## config.mk

```make
export PLATFORM = sky130hd
export DESIGN_NAME = bram_fifo_fwft
export DESIGN_NICKNAME = d
export VERILOG_FILES = /design/src/rtl/bram_fifo_pkg.sv /design/src/rtl/bram_dp_true_1clk.sv /design/src/rtl/bram_fifo_fwft.sv
export SDC_FILE = /design/constraint.sdc
export NUM_CORES = 1
export LEC_CHECK = 0
export ABC_CLOCK_PERIOD_IN_PS = 4000
export BUFFER_PORTS_ARGS = -buffer_cell sky130_fd_sc_hd__buf_4
export CAP_MARGIN = 25
export CORE_ASPECT_RATIO = 0.6
export CORE_MARGIN = 4
export CORE_UTILIZATION = 50
export DETAILED_ROUTE_END_ITERATION = 8
export PLACE_DENSITY_LB_ADDON = 0.15
export SLEW_MARGIN = 10
export SYNTH_ARGS = -nofsm -noshare
export SYNTH_HDL_FRONTEND = slang
export SYNTH_HIERARCHICAL = 1
export SYNTH_SLANG_ARGS = --single-unit
```

## constraint.sdc

```tcl
create_clock -name clk_i -period 4 [get_ports clk_i]
set_input_delay 0.2 -clock clk_i [delete_from_list [all_inputs] [get_ports clk_i]]
set_output_delay 0.2 -clock clk_i [all_outputs]
set_load 0.02 [all_outputs]
```

## src/rtl/bram_fifo_pkg.sv

```systemverilog
// Shared defaults, types and pointer helper for the BRAM-backed FWFT FIFO.
package bram_fifo_pkg;

    localparam int RAM_WIDTH_DEF     = 16;
    localparam int RAM_ADDR_BITS_DEF = 3;

    typedef logic [RAM_ADDR_BITS_DEF:0] fifo_cnt_t;

    // Modulo subtraction of two wrap-bit pointers of width w (w <= 32).
    function automatic logic [31:0] ptr_diff(
        input logic [31:0] a,
        input logic [31:0] b,
        input int unsigned w
    );
        logic [31:0] mask;
        mask = (w >= 32) ? '1 : ((32'd1 << w) - 32'd1);
        return (a - b) & mask;
    endfunction

endpackage

```

## src/rtl/bram_dp_true_1clk.sv

```systemverilog
// Single-clock true dual-port block RAM with registered, read-first outputs.
module bram_dp_true_1clk
    import bram_fifo_pkg::*;
#(
    parameter int RAM_WIDTH     = RAM_WIDTH_DEF,
    parameter int RAM_ADDR_BITS = RAM_ADDR_BITS_DEF
) (
    input  logic                     clk_i,
    input  logic                     en_a_i,
    input  logic                     we_a_i,
    input  logic [RAM_ADDR_BITS-1:0] addr_a_i,
    input  logic [RAM_WIDTH-1:0]     data_a_i,
    input  logic                     en_b_i,
    input  logic                     we_b_i,
    input  logic [RAM_ADDR_BITS-1:0] addr_b_i,
    input  logic [RAM_WIDTH-1:0]     data_b_i,
    output logic [RAM_WIDTH-1:0]     data_b_o
);

    localparam int DEPTH = 2 ** RAM_ADDR_BITS;

    logic [RAM_WIDTH-1:0] r_mem [0:DEPTH-1];
    logic [RAM_WIDTH-1:0] r_data_b;

    always_ff @(posedge clk_i) begin
        if (en_a_i && we_a_i) begin
            r_mem[addr_a_i] <= data_a_i;
        end
        if (en_b_i && we_b_i) begin
            r_mem[addr_b_i] <= data_b_i;
        end
    end

    // Output register only updates on an enabled read, so it holds otherwise.
    always_ff @(posedge clk_i) begin
        if (en_b_i && !we_b_i) begin
            r_data_b <= r_mem[addr_b_i];
        end
    end

    assign data_b_o = r_data_b;

endmodule

```

## src/rtl/bram_fifo_fwft.sv

```systemverilog
// First-word-fall-through FIFO controller over a 1-cycle-latency dual-port BRAM.
module bram_fifo_fwft
    import bram_fifo_pkg::*;
#(
    parameter  int RAM_WIDTH     = RAM_WIDTH_DEF,
    parameter  int RAM_ADDR_BITS = RAM_ADDR_BITS_DEF,
    localparam int CNT_W         = RAM_ADDR_BITS + 1
) (
    input  logic                 clk_i,
    input  logic                 rst_n_i,
    input  logic                 flush_i,
    input  logic [RAM_WIDTH-1:0] s_data_i,
    input  logic                 s_valid_i,
    output logic                 s_ready_o,
    output logic [RAM_WIDTH-1:0] m_data_o,
    output logic                 m_valid_o,
    input  logic                 m_ready_i,
    output logic [CNT_W-1:0]     count_o
);

    localparam int                  PTR_W     = RAM_ADDR_BITS + 1;
    localparam int unsigned         DEPTH     = 2 ** RAM_ADDR_BITS;
    localparam logic [PTR_W-1:0]    FULL_USED = PTR_W'(DEPTH);

    logic [PTR_W-1:0]     r_wr_ptr;
    logic [PTR_W-1:0]     r_rd_ptr;
    logic                 r_m_valid;
    logic [CNT_W-1:0]     r_count;

    logic [PTR_W-1:0]     w_used;
    logic                 w_ready;
    logic                 w_push;
    logic                 w_pop;
    logic                 w_rd_issue;
    logic [RAM_WIDTH-1:0] w_rd_data;

    assign w_used  = PTR_W'(ptr_diff(32'(r_wr_ptr), 32'(r_rd_ptr), PTR_W));
    assign w_ready = (w_used != FULL_USED);

    // Both BRAM ports are gated by reset and flush so neither issues an access then.
    assign w_push     = s_valid_i & w_ready & ~flush_i & rst_n_i;
    assign w_pop      = r_m_valid & m_ready_i;
    assign w_rd_issue = (w_used != '0) & (~r_m_valid | m_ready_i) & ~flush_i & rst_n_i;

    always_ff @(posedge clk_i or negedge rst_n_i) begin
        if (!rst_n_i) begin
            r_wr_ptr  <= '0;
            r_rd_ptr  <= '0;
            r_m_valid <= 1'b0;
            r_count   <= '0;
        end else if (flush_i) begin
            r_wr_ptr  <= '0;
            r_rd_ptr  <= '0;
            r_m_valid <= 1'b0;
            r_count   <= '0;
        end else begin
            if (w_push) begin
                r_wr_ptr <= r_wr_ptr + 1'b1;
            end
            if (w_rd_issue) begin
                r_rd_ptr  <= r_rd_ptr + 1'b1;
                r_m_valid <= 1'b1;
            end else if (w_pop) begin
                r_m_valid <= 1'b0;
            end
            case ({w_push, w_pop})
                2'b10:   r_count <= r_count + 1'b1;
                2'b01:   r_count <= r_count - 1'b1;
                default: r_count <= r_count;
            endcase
        end
    end

    bram_dp_true_1clk #(
        .RAM_WIDTH     (RAM_WIDTH),
        .RAM_ADDR_BITS (RAM_ADDR_BITS)
    ) u_bram (
        .clk_i    (clk_i),
        .en_a_i   (w_push),
        .we_a_i   (w_push),
        .addr_a_i (r_wr_ptr[RAM_ADDR_BITS-1:0]),
        .data_a_i (s_data_i),
        .en_b_i   (w_rd_issue),
        .we_b_i   (1'b0),
        .addr_b_i (r_rd_ptr[RAM_ADDR_BITS-1:0]),
        .data_b_i ('0),
        .data_b_o (w_rd_data)
    );

    assign s_ready_o = w_ready;
    assign m_data_o  = w_rd_data;
    assign m_valid_o = r_m_valid;
    assign count_o   = r_count;

endmodule

```

* Yosys cells after proc, flatten, opt, wreduce, memory -nomap -nowiden
Memory sizes are Yosys's and may differ from the RTL's. A register that Yosys moved wholly into a read port is not among the register bits.
Index checks and enable logic that the tools add are counted.
** Storage, ports and cells
- Logic and storage cells :: 39
- Memory bits (writable) :: 128
- Input bits :: 21
- Memories kept :: 1
- Output and inout port bits :: 22
- Flip-flop bits (word level) :: 13
** Operators by class
- Bitwise gates (word level) :: 10
- Mux-type cells :: 11
- Equality and inequality tests :: 3
- Reduce and logical (&&, ||, !) cells :: 5
- Add/sub/neg operators :: 5
** Memories
- u_bram.r_mem :: words 8, width 16, rd ports 1, clocked after Yosys merged registers in 1, wr ports 1, RTL line bram_dp_true_1clk.sv:22 : logic [RAM_WIDTH-1:0] r_mem [0:DEPTH-1];
** Operators with widths (count)
- 4-bit 2-to-1 mux :: 5
- 4-bit by 1-bit adder with 4-bit output, second input constant :: 3
- 4-bit one-hot mux with 2 select lines :: 1
- 1-bit AND :: 7
- 3-bit nonzero test :: 2
- 1-bit 2-to-1 mux :: 5
- 4-bit != test, second input constant :: 1
- 2-bit nonzero test :: 2
- 4-bit nonzero test :: 1
- 4-bit by 1-bit subtractor with 4-bit output, second input constant :: 1
- 4-bit subtractor :: 1
- 2-bit by 1-bit == test with 1-bit output, second input constant :: 1
- 2-bit == test, second input constant :: 1
- 1-bit NOT :: 2
- 1-bit OR :: 1

* Longest topological paths before layout
- Depth in word-level cells :: 8
- Depth in mapped cells :: 13
- Depth with buffers taken out :: 13

* By module
The synthesis kept the hierarchy.
** By module, submodules not included
- bram_dp_true_1clk :: times used 1, area an instance 7036.7 µm², cells each 367
- bram_fifo_fwft :: times used 1, area an instance 895.9 µm², cells each 94

* Worst setup path before layout
No wires, ideal clock.
- Kind :: register to register
- Start point :: reg r_wr_ptr[2]
- End point :: mem u_bram/r_mem[1][0] (netlist bit), enable pin
- Slack :: 0.499 ns
- Data arrival time :: 3.085 ns
- Cell stages (with the launch flop) :: 8
- Buffers on the path :: 0
- Path through :: dfrtp_1 ha_1 a21oi_1 nand3_1 and4_4 nor2_1 nand3_1 o32ai_1
** Between the ends
- Word-level cells in the longest chain between the ends :: 7
** RTL lines
- start, declared :: RTL line bram_fifo_fwft.sv:25 : logic [PTR_W-1:0] r_wr_ptr;
- start signal, assigned :: RTL line bram_fifo_fwft.sv:58 : r_wr_ptr <= r_wr_ptr + 1'b1;
- 4-bit subtractor :: RTL line bram_fifo_pkg.sv:17 : return (a - b) & mask;
- 4-bit != test :: RTL line bram_fifo_fwft.sv:38 : assign w_ready = (w_used != FULL_USED);
- 1-bit AND (3 in series) :: RTL line bram_fifo_fwft.sv:41 : assign w_push = s_valid_i & w_ready & ~flush_i & rst_n_i;
- via w_push :: RTL line bram_fifo_fwft.sv:32 : logic w_push;
- 1-bit 2-to-1 mux :: RTL line bram_dp_true_1clk.sv:26 : if (en_a_i && we_a_i) begin
- 1-bit 2-to-1 mux (not written as such) :: RTL line bram_dp_true_1clk.sv:27 : r_mem[addr_a_i] <= data_a_i;
- end, declared :: RTL line bram_dp_true_1clk.sv:22
The timed path passes the listed nets, and every way through them passes these cells.

* Final worst setup path
- Start point :: reg r_wr_ptr[2]
- End point :: mem u_bram/r_mem[0][8] (netlist bit), enable pin
The elaborated chain is that of the path after synthesis.

==> impl_metrics.ini <==
[pwr]
power_frac_seq_pct = 44.9
swShare_pct = 27.31
net-switching-power_mw = 1.174
p_comb_share_pct = 19.9
power.density_nw_per_um2 = 449.5
vdd_ir_drop_max_mv = 0.2527
intPower_mw = 3.125
p_clk_share_pct = 35.2
cellLeakagePower_nw = 3.519

[cells_and_area]
area_growth_syn_to_layout_pct = 20.57
antenna_cells = 0
final_util_pct = 61.87
nFillCells = 1207
final_nets = 673
finalNonFillerCells = 860
drive_gt1_share_pct = 43.53

[grt]
antenna_found_initial = 0
gr-total-overflow = 0
grt_use_total_pct = 20.49
grt_pass1_vias = 4703
grt_start_max_net_pins = 42
grt_pass1_wl_um = 27160

[critical_path]
crit_chain = ha_1 > a21oi_1 > nand3_1 > and4_4 > nor2_1 > nand3b_1 > o31ai_4 > buf_4
reg2reg_slack_ns = 0.86
endpoint_kind = flop
cp-start-kind = flop
crit_path_top_delay_cell = dfrtp_1
cp_data_required_time_ns = 4.10
reg2reg_depth = 8
cpPeakStageDelay_ns = 0.49
crit_type = reg -> reg
worstPathArrival_ns = 3.24
cp_max_fo = 13
reg2reg_from = r_wr_ptr[2]
r2r_end = u_bram/r_mem[0][8]

[yosys]
yosysTopAreaCellShare_pct = 54.51
netlist.top_cell.by_area = edfxtp_1
syn_area_per_cell_um2 = 17.21
postSynth.asyncResetShare_pct = 8.280
yosysUniqueCellTypes = 48
synthTopCellsByArea = edfxtp_1 55%, mux2_2 19%, mux4_2 9.1%
ys_seq_area_share_pct = 58.61
ys_seq_elements = 157
syn_inst = 461
ys.warnings.count = 6
synth-main-ff-cell = edfxtp_1
synth_area_um2 = 7933
synth_edf_count = 144

[clocking]
ctsResizeCount = 0
clockBufferDepth = 2
path_clk_slew_ns = 0.07
cts-root-buf = clkbuf_16
clock_latency_ns = 0.42
cts_buffers = 17
h-tree-depth = 4
tritoncts = built
cts.sink_count = 157

[sta]
fin_skew_ns = 0.009400
max_freq_mhz = 318.4
worstMarginPinSlew_ns = 1.329
layout_min_cycle_time_ns = 3.141
finalCritPeriodShare_pct = 78.52
rsz0062_at_grt = false
relSlewSlack_pct = 11.31
hold_violations = 0
fin_ws_ns = 0.8590
fin_tns_setup_ns = 0
drv_slew = 0
setup_violations = 0

[floorplanning]
dieArea_um2 = 18010
die_w_um = 170.6
core_um2 = 15460
start_util_pct = 51.32
die_y_um = 105.6
io_pins = 43
rows = 35

[detailed_routing]
wl_um = 17710
vias_per_cell = 5.222
drtPass1Iterations = 4
initialDrtViolationCount = 319
via_count = 4491
antenna_left = 0
routedWlPerCell_um = 20.60
route.detailed.drc = 0

[place]
placedCellCount = 827
dp_hpwl_um = 10980
dp_slack_ns = 0.8683
place.gp.congestion = 0.8179
port_buffers = 42

[hold_path]
hold_path_end = count_o[1]
hold_path_depth = 2
min_path_type = in -> reg
hp-start = flush_i

[flow_run]
max_cap_violations = 0

[status]
outcome = finished clean
power by group through the flow:
stage          combinational, mW  sequential [mW]  clock, mW
6_report                   0.856             1.93       1.51
5_1_grt                    0.931             1.94       1.63
4_1_cts                    0.851             1.93       1.55
3_5_place_dp               0.847             1.96          0
3_3_place_gp               0.823             1.96          0
2_1_floorplan              0.581             2.00          0
layout make-up:
type / count / area (µm²) / area share [%]
tap: 203 / 254.0 / 2.656
multi-input combinational: 408 / 3665 / 38.32
timing repair buffer: 55 / 415.4 / 4.343
sequential: 157 / 4651 / 48.63
clock inverter: 15 / 127.6 / 1.334
inverter: 5 / 26.28 / 0.2747
clock buffer: 17 / 425.4 / 4.448
worst max-delay path, delay by kind of cell, from the launching register on:
kind | cells | cell delay [ns]
AO/OA/AOI/OAI | 2 | 0.62
adder cells (fa/ha/maj) | 1 | 0.42
buffers and inverters | 1 | 0.32
flip-flops | 1 | 0.49
AND/OR/NAND/NOR | 4 | 0.97
per-stage QoR:
step | hold slack [ns] | power, mW | area (µm²)
4_1_cts | 0.05977 | 4.328 | 9564
6_report | 0.07844 | 4.300 | 9564
5_1_grt | 0.06836 | 4.493 | 9564
3_3_place_gp | 0.06580 | 2.786 | 9001
2_1_floorplan | -0.09559 | 2.582 | 8421
3_5_place_dp | 0.07072 | 2.811 | 9001
cell usage after synthesis, types with 5 or more instances:
cell and count:
a21oi_1 6, buf_2 10, clkbuf_1 5, dfrtp_1 13, edfxtp_1 144, ha_1 7, mux2_2 133, mux2_4 12
mux4_2 32, nand2_1 9, nand2b_1 7, nand3_1 7, nor2_1 7, nor2_2 6, o21ai_0 5, o22ai_1 5
registers in the layout (all words and copies together) (netlist names):
register / flops
r_wr_ptr: 4
u_bram/data_b_o: 16
count_o: 4
m_valid_o: 1
r_rd_ptr: 4
u_bram/r_mem: 128
metal layers:
metal | part of all wire [%] | vias up | track usage (%)
met1 | 45 | 2253 | 29.36
met4 | 1.2 | 0 | 5.299
met3 | 7.5 | 22 | 4.535
li1 | - | 2088 | -
met5 | 0 | - | 0
met2 | 47 | 128 | 32.02
kinds of logic (layout without fill, tap and decap cells):
family	Yosys count	after routing	share of synthesized area [%]
compound gates	24	24	2.035
xor+xnor	8	8	0.9780
fa+ha+maj	8	8	1.356
buf+inv	26	92	2.051
flops	157	157	58.61
mux	180	180	30.63
other cells	1	131	0.04727
simple gates	57	57	4.290
cell usage in the layout, fill, tap and decap left out, types with 7 or more instances in the layout:
master       n
dfrtp_1     12
edfxtp_1   144
mux4_2      32
ha_1         7
nand3_1      7
conb_1     131
clkbuf_16   17
nor2_1       7
buf_4       54
nand2_1      9
nand2b_1     7
mux2_4      12
mux2_2     133
worst max-delay path by stage:
stage | slack, ns | endpoint | from
finish | 0.86 | u_bram/r_mem[0][8] | r_wr_ptr[2]
global route | 0.62 | u_bram/r_mem[0][11] | r_wr_ptr[2]
CTS | 0.86 | u_bram/r_mem[0][9] | r_wr_ptr[2]
detailed placement | 0.87 | u_bram/r_mem[0][7] | r_wr_ptr[2]
global placement | 0.95 | count_o[3] | r_wr_ptr[2]
floorplan | 0.50 | u_bram/r_mem[1][0] | r_wr_ptr[2]
repair_timing:
item	4_1_cts	5_1_grt
hold buffers	1	0
setup buffers	0	0
endpoints found under the hold margin	13	0
Power figures use the tool's default switching activity.
